[config.mk]
export PLATFORM = sky130hd
export DESIGN_NAME = graphite_vram_arbiter
export DESIGN_NICKNAME = d
export VERILOG_FILES = /design/src/rtl/graphite_vram_arbiter.sv
export SDC_FILE = /design/constraint.sdc
export NUM_CORES = 1
export LEC_CHECK = 0
export BUFFER_PORTS_ARGS = -buffer_cell sky130_fd_sc_hd__buf_4
export CAP_MARGIN = 30
export CORE_MARGIN = 2
export CORE_UTILIZATION = 50
export DETAILED_ROUTE_END_ITERATION = 16
export PLACE_DENSITY = 0.93
export SYNTH_ARGS = -nofsm -noshare
export SYNTH_HDL_FRONTEND = slang
export SYNTH_SLANG_ARGS = --single-unit
[constraint.sdc]
create_clock -name clk -period 5.8 [get_ports clk]
set_input_delay 1.45 -clock clk [delete_from_list [all_inputs] [get_ports clk]]
set_output_delay 1.45 -clock clk [all_outputs]
set_load 0.005 [all_outputs]
[src/rtl/graphite_vram_arbiter.sv]
// graphite_vram_arbiter: merges NUM_CH VRAM master channels onto one vram_* bus.
// Arbitration is round-robin. A channel can optionally lock the bus for a burst
// of up to BURST_MAX back-to-back grants.
// Ports:
//   clk, reset_ni                   clock, synchronous active-low reset
//   ch_sel_i/wr_i/lock_i            per-channel request, direction, burst-lock request
//   ch_mask_i/addr_i/data_i         packed per-channel fields, channel n at [n*W +: W]
//   ch_ack_o, ch_data_o             one-hot completion pulse and shared read data
//   grant_o                         one-hot owner of the access in flight
//   vram_sel_o/wr_o/mask_o/addr_o/data_out_o   downstream request (registered)
//   vram_ack_i, vram_data_in_i      downstream completion and read data
module graphite_vram_arbiter #(
  parameter int unsigned NUM_CH    = 3,
  parameter int unsigned ADDR_W    = 32,
  parameter int unsigned DATA_W    = 16,
  parameter int unsigned MASK_W    = 4,
  parameter int unsigned BURST_MAX = 8
) (
  input  logic                       clk,
  input  logic                       reset_ni,
  input  logic [NUM_CH-1:0]          ch_sel_i,
  input  logic [NUM_CH-1:0]          ch_wr_i,
  input  logic [NUM_CH-1:0]          ch_lock_i,
  input  logic [NUM_CH*MASK_W-1:0]   ch_mask_i,
  input  logic [NUM_CH*ADDR_W-1:0]   ch_addr_i,
  input  logic [NUM_CH*DATA_W-1:0]   ch_data_i,
  output logic [NUM_CH-1:0]          ch_ack_o,
  output logic [DATA_W-1:0]          ch_data_o,
  output logic [NUM_CH-1:0]          grant_o,
  output logic                       vram_sel_o,
  output logic                       vram_wr_o,
  output logic [MASK_W-1:0]          vram_mask_o,
  output logic [ADDR_W-1:0]          vram_addr_o,
  output logic [DATA_W-1:0]          vram_data_out_o,
  input  logic                       vram_ack_i,
  input  logic [DATA_W-1:0]          vram_data_in_i
);

  localparam int unsigned IDX_W = (NUM_CH > 1) ? $clog2(NUM_CH) : 1;
  localparam int unsigned CNT_W = 8;

  typedef enum logic [1:0] {
    IDLE  = 2'd0,
    ISSUE = 2'd1,
    RESP  = 2'd2
  } state_t;

  state_t             state, state_d;
  logic [IDX_W-1:0]   last_grant, last_grant_d;
  logic [IDX_W-1:0]   grant_idx, grant_idx_d;
  logic [IDX_W-1:0]   lock_ch, lock_ch_d;
  logic               lock_act, lock_act_d;
  logic [CNT_W-1:0]   burst_cnt, burst_cnt_d;

  logic [NUM_CH-1:0]  grant_d, ch_ack_d;
  logic [DATA_W-1:0]  ch_data_d;
  logic               vram_sel_d, vram_wr_d;
  logic [MASK_W-1:0]  vram_mask_d;
  logic [ADDR_W-1:0]  vram_addr_d;
  logic [DATA_W-1:0]  vram_data_out_d;

  logic [IDX_W-1:0]   rr_idx, win_idx;
  logic               lock_hit;

  logic [MASK_W-1:0]  mask_a [NUM_CH];
  logic [ADDR_W-1:0]  addr_a [NUM_CH];
  logic [DATA_W-1:0]  data_a [NUM_CH];

  // Unpack the flat per-channel buses so the winner can be indexed directly
  for (genvar n = 0; n < NUM_CH; n++) begin : g_unpack
    assign mask_a[n] = ch_mask_i[n*MASK_W +: MASK_W];
    assign addr_a[n] = ch_addr_i[n*ADDR_W +: ADDR_W];
    assign data_a[n] = ch_data_i[n*DATA_W +: DATA_W];
  end

  // Channel index base+off modulo NUM_CH; off never exceeds NUM_CH
  function automatic logic [IDX_W-1:0] rr_cand(input logic [IDX_W-1:0] base,
                                               input int unsigned off);
    int unsigned s;
    s = 32'(base) + off;
    if (s >= NUM_CH) s = s - NUM_CH;
    return IDX_W'(s);
  endfunction

  // Round-robin pick: scan downward so the smallest offset from last_grant wins
  always_comb begin
    rr_idx = last_grant;
    for (int unsigned i = NUM_CH; i >= 1; i--) begin
      if (ch_sel_i[rr_cand(last_grant, i)]) rr_idx = rr_cand(last_grant, i);
    end
  end

  assign lock_hit = lock_act && ch_sel_i[lock_ch];
  assign win_idx  = lock_hit ? lock_ch : rr_idx;

  // State and output registers
  always_ff @(posedge clk) begin
    if (!reset_ni) begin
      state           <= IDLE;
      last_grant      <= IDX_W'(NUM_CH - 1);
      grant_idx       <= '0;
      lock_ch         <= '0;
      lock_act        <= 1'b0;
      burst_cnt       <= '0;
      grant_o         <= '0;
      ch_ack_o        <= '0;
      ch_data_o       <= '0;
      vram_sel_o      <= 1'b0;
      vram_wr_o       <= 1'b0;
      vram_mask_o     <= '0;
      vram_addr_o     <= '0;
      vram_data_out_o <= '0;
    end else begin
      state           <= state_d;
      last_grant      <= last_grant_d;
      grant_idx       <= grant_idx_d;
      lock_ch         <= lock_ch_d;
      lock_act        <= lock_act_d;
      burst_cnt       <= burst_cnt_d;
      grant_o         <= grant_d;
      ch_ack_o        <= ch_ack_d;
      ch_data_o       <= ch_data_d;
      vram_sel_o      <= vram_sel_d;
      vram_wr_o       <= vram_wr_d;
      vram_mask_o     <= vram_mask_d;
      vram_addr_o     <= vram_addr_d;
      vram_data_out_o <= vram_data_out_d;
    end
  end

  // Next-state and next-output logic
  always_comb begin
    state_d         = state;
    last_grant_d    = last_grant;
    grant_idx_d     = grant_idx;
    lock_ch_d       = lock_ch;
    lock_act_d      = lock_act;
    burst_cnt_d     = burst_cnt;
    grant_d         = grant_o;
    ch_ack_d        = '0;
    ch_data_d       = ch_data_o;
    vram_sel_d      = vram_sel_o;
    vram_wr_d       = vram_wr_o;
    vram_mask_d     = vram_mask_o;
    vram_addr_d     = vram_addr_o;
    vram_data_out_d = vram_data_out_o;

    case (state)
      IDLE: begin
        // A locked channel that stopped requesting gives up its burst
        if (lock_act && !ch_sel_i[lock_ch]) begin
          lock_act_d  = 1'b0;
          burst_cnt_d = '0;
        end
        if (|ch_sel_i) begin
          grant_idx_d     = win_idx;
          last_grant_d    = win_idx;
          grant_d         = NUM_CH'(1) << win_idx;
          vram_sel_d      = 1'b1;
          vram_wr_d       = ch_wr_i[win_idx];
          vram_mask_d     = mask_a[win_idx];
          vram_addr_d     = addr_a[win_idx];
          vram_data_out_d = data_a[win_idx];
          state_d         = ISSUE;
        end
      end

      ISSUE: begin
        if (vram_ack_i) begin
          vram_sel_d = 1'b0;
          ch_data_d  = vram_data_in_i;
          ch_ack_d   = grant_o;
          state_d    = RESP;
        end
      end

      RESP: begin
        grant_d = '0;
        // Extend the burst only while the owner asks and the cap is not reached
        if (ch_lock_i[grant_idx] && (burst_cnt < CNT_W'(BURST_MAX - 1))) begin
          lock_act_d  = 1'b1;
          lock_ch_d   = grant_idx;
          burst_cnt_d = burst_cnt + CNT_W'(1);
        end else begin
          lock_act_d  = 1'b0;
          burst_cnt_d = '0;
        end
        state_d = IDLE;
      end

      default: state_d = IDLE;
    endcase
  end

endmodule

==> out/qor.yml <==
initial_utilization_pct: 50.9
first_pass_iters: 5
cts_sinks: 92
holdPathStages: 2
via_per_inst: 5.85
p_comb_share_pct: 45.4
ys_types: 41
synth_top_family_by_area: "compound AO/OA/AOI/OAI gates"
pwr-share-clk_pct: 20.1
area_growth_pct: 41.2
ys_seq_area_share_pct: 35.3
cp_max_fo: 90
dp_hpwl_um: 11800
final-setup-viol-count: 0
crit_path_cell_trace: "buf_4 -> mux2_2 -> a21o_1 -> o31ai_1 -> o22a_4 -> buf_12 -> o41a_1 -> o211ai_2"
min_path_type: "flip-flop to flip-flop"
hp-start: "ch_data_o[4]"
diodes: 0
dieHeight_um: 106
nets: 1021
crit_path_top_delay_cell: "o22a_4"
critPathTopFamily: "compound AO/OA/AOI/OAI gates"
synth_xor_area_share_pct: 0
cp.required_ns: 6.02
synthAdderAreaFrac_pct: 0.960
muxShareOfSynthArea_pct: 0.984
synth-async-reset-ratio_pct: 0
drt_iter0_markers: 486
synth_top_area_cell: "dfxtp_1"
status: "finished, final reports clean"
cts_hold_buf: 0
hold_violations: 0
finalCoreUtilization_pct: 71.9
synth_area_leaders: "dfxtp_1 35%, o41a_1 11%, nand2_1 6.7%, nand4_1 6.6%, o211ai_2 6.2%"
pwr_density_cell_nw_per_um2: 353
rr_endpoint: "vram_addr_o[28]"
drc: 0
ys_seq_elements: 92
end_kind: "flip-flop"
synth_ff_type: "dfxtp_1"
rows: 37
maxSlewHeadroom_pct: 38.8
routed-via-count: 5700
synth-compound-area-share_pct: 29.0
timing.final.crit_share_pct: 63.1
synth_simple_gate_area_share_pct: 23.3
post_cts_buffers: 0
drt_wl_total_um: 16700
synth_area_um2: 5210
ys_warn_count: 0
wire_per_inst_um: 17.2
rsz0062_at_grt: "no"
crit_path_start: "ch_sel_i[2]"
grt.overflow.total: 0
cp-start-kind: "input pin"
synth_edf_count: 0
slew_violations: 0
cap_violations: 0
r2r_start: "last_grant[0]"
fillers: 762
gp_congestion: 0.897
vdd_drop_max_mv: 0.234
r2r_cells: 8
hold_end: "ch_data_o[4]"
cp.arrival_ns: 3.88
fin_cells: 974
grt_pass1_wl_um: 26000
antenna_left: 0
worstSkewPairLatency_ns: 0.36
htree_levels: 3
critPathBufInv: 2
numCtsBuffers: 9
final_common_cell: "buf_4"
fmax_ghz: 0.273
grt_use_total_pct: 28.3
postLayoutCellArea_um2: 7360
sequentialPowerShare_pct: 34.5
period_minus_slack_ns: 3.66
swShare_pct: 39.4
cts_resized: 0
syn_area_per_cell_um2: 8.35
die_w_um: 106
placed_cell_area_um2: 7090
numPortBuffers: 259
clk_pin_slew_ns: 0.09
max_stage_delay_ns: 0.69
core_area_um2: 10200
p_sw_mw: 1.02
clockBufferDepth: 2
internal_power_mw: 1.57
dp_cells: 957
critPathKind: "input pin to flip-flop"
drive_gt1_share_pct: 37.5
final_cell_mix: "261 x buf_4, 92 x nand2_1, 92 x dfxtp_1"
grt_pass1_vias: 5385
yosysTopAreaCellShare_pct: 35.3
ios: 260
ctsRootBufferMaster: "clkbuf_8"
grt_start_max_net_pins: 164
p_leak_nw: 3.20
dieArea_um2: 11300
fin_setup_tns_ns: 0
skew_ns: 0.0109
synth_nets: 812
grt_antenna_before_repair: 0
tightest_slew_ns: 0.916
syn_inst: 624
cts_tree: "built"
reg2reg_slack_ns: 2.45
cell usage after synthesis, drive strengths merged, types with 3 or more instances:
cell type and n:
nor3 4, buf 32, a21o 3, nand3 56, dfxtp 92, and2 5, a21oi 5, a21boi 21
and3 5, nand4 55, nand2 93, nor2 4, o21ai 7, o21a 4, o211ai 54, nor2b 10
nand2b 4, o41a 53, ha 4, clkbuf 35, inv 57, mux2i 4
sequential cells by signal (all words and copies together), names as in the netlist:
signal and count:
vram_sel_o 1, vram_mask_o 4, lock_ch 2, ch_ack_o 3, state 2, last_grant 2, burst_cnt 8, ch_data_o 16
grant_o 3, vram_data_out_o 16, lock_act 1, vram_addr_o 32, vram_wr_o 1, grant_idx 1
worst register-to-register path, cell delays in order, from the launching register on:
cell	delay, ns
dfxtp_1	0.54
ha_1	0.30
mux2_2	0.37
a21o_1	0.22
o31ai_1	0.31
o22a_4	0.69
buf_12	0.45
o41a_1	0.25
o211ai_2	0.09
metal layers:
layer  vias up  global-route usage, %  share of wire (%)
met1      2675                   34.6                 39
met3        39                   5.09                7.1
met5         -                      0                  0
met2       266                   48.4                 51
met4         0                   12.3                2.7
li1       2720                      -                  -
per-stage QoR:
step	worst slack [ns]	power (mW)	hold slack, ns
after CTS	2.21	2.59	0.471
after global routing	2.06	2.74	0.490
final	2.14	2.60	0.469
after floorplan	2.84	1.65	0.442
after global placement	1.96	2.01	0.452
after detailed placement	1.83	2.07	0.458
layout make-up:
type,count,area [um^2],share of cell area [%]
clock buffers,10,128,1.73
clock inverters,6,111,1.51
inverters,57,214,2.91
multi-input cells,408,2850,38.7
flip-flops and latches,92,1840,25.0
well taps,136,170,2.31
repair buffers,265,2050,27.8
power by group through the flow:
| stage | Combinational [mW] | Sequential, mW | Clock (mW) |
|---|---|---|---|
| floorplan | 0.752 | 0.895 | 0 |
| global placement | 1.11 | 0.894 | 0 |
| detailed placement | 1.16 | 0.905 | 0 |
| CTS | 1.17 | 0.893 | 0.527 |
| global route | 1.27 | 0.912 | 0.556 |
| finish | 1.18 | 0.895 | 0.521 |
worst max-delay path by stage:
stage,endpoint,slack [ns],cells past startpoint
2_1_floorplan,vram_addr_o[26],2.84,9
3_3_place_gp,vram_addr_o[23],1.96,8
3_5_place_dp,vram_addr_o[28],1.83,8
4_1_cts,vram_addr_o[28],2.21,8
5_1_grt,vram_addr_o[27],2.06,8
6_report,vram_addr_o[28],2.14,8
cell families after synthesis:
kind of cell	Yosys count
AO/OA/AOI/OAI	156
multiplexers	5
adder cells (fa/ha/maj)	4
AND/OR/NAND/NOR	243
buffers and inverters	124
flip-flops	92
No activity file was read; power rests on OpenSTA's default activity.
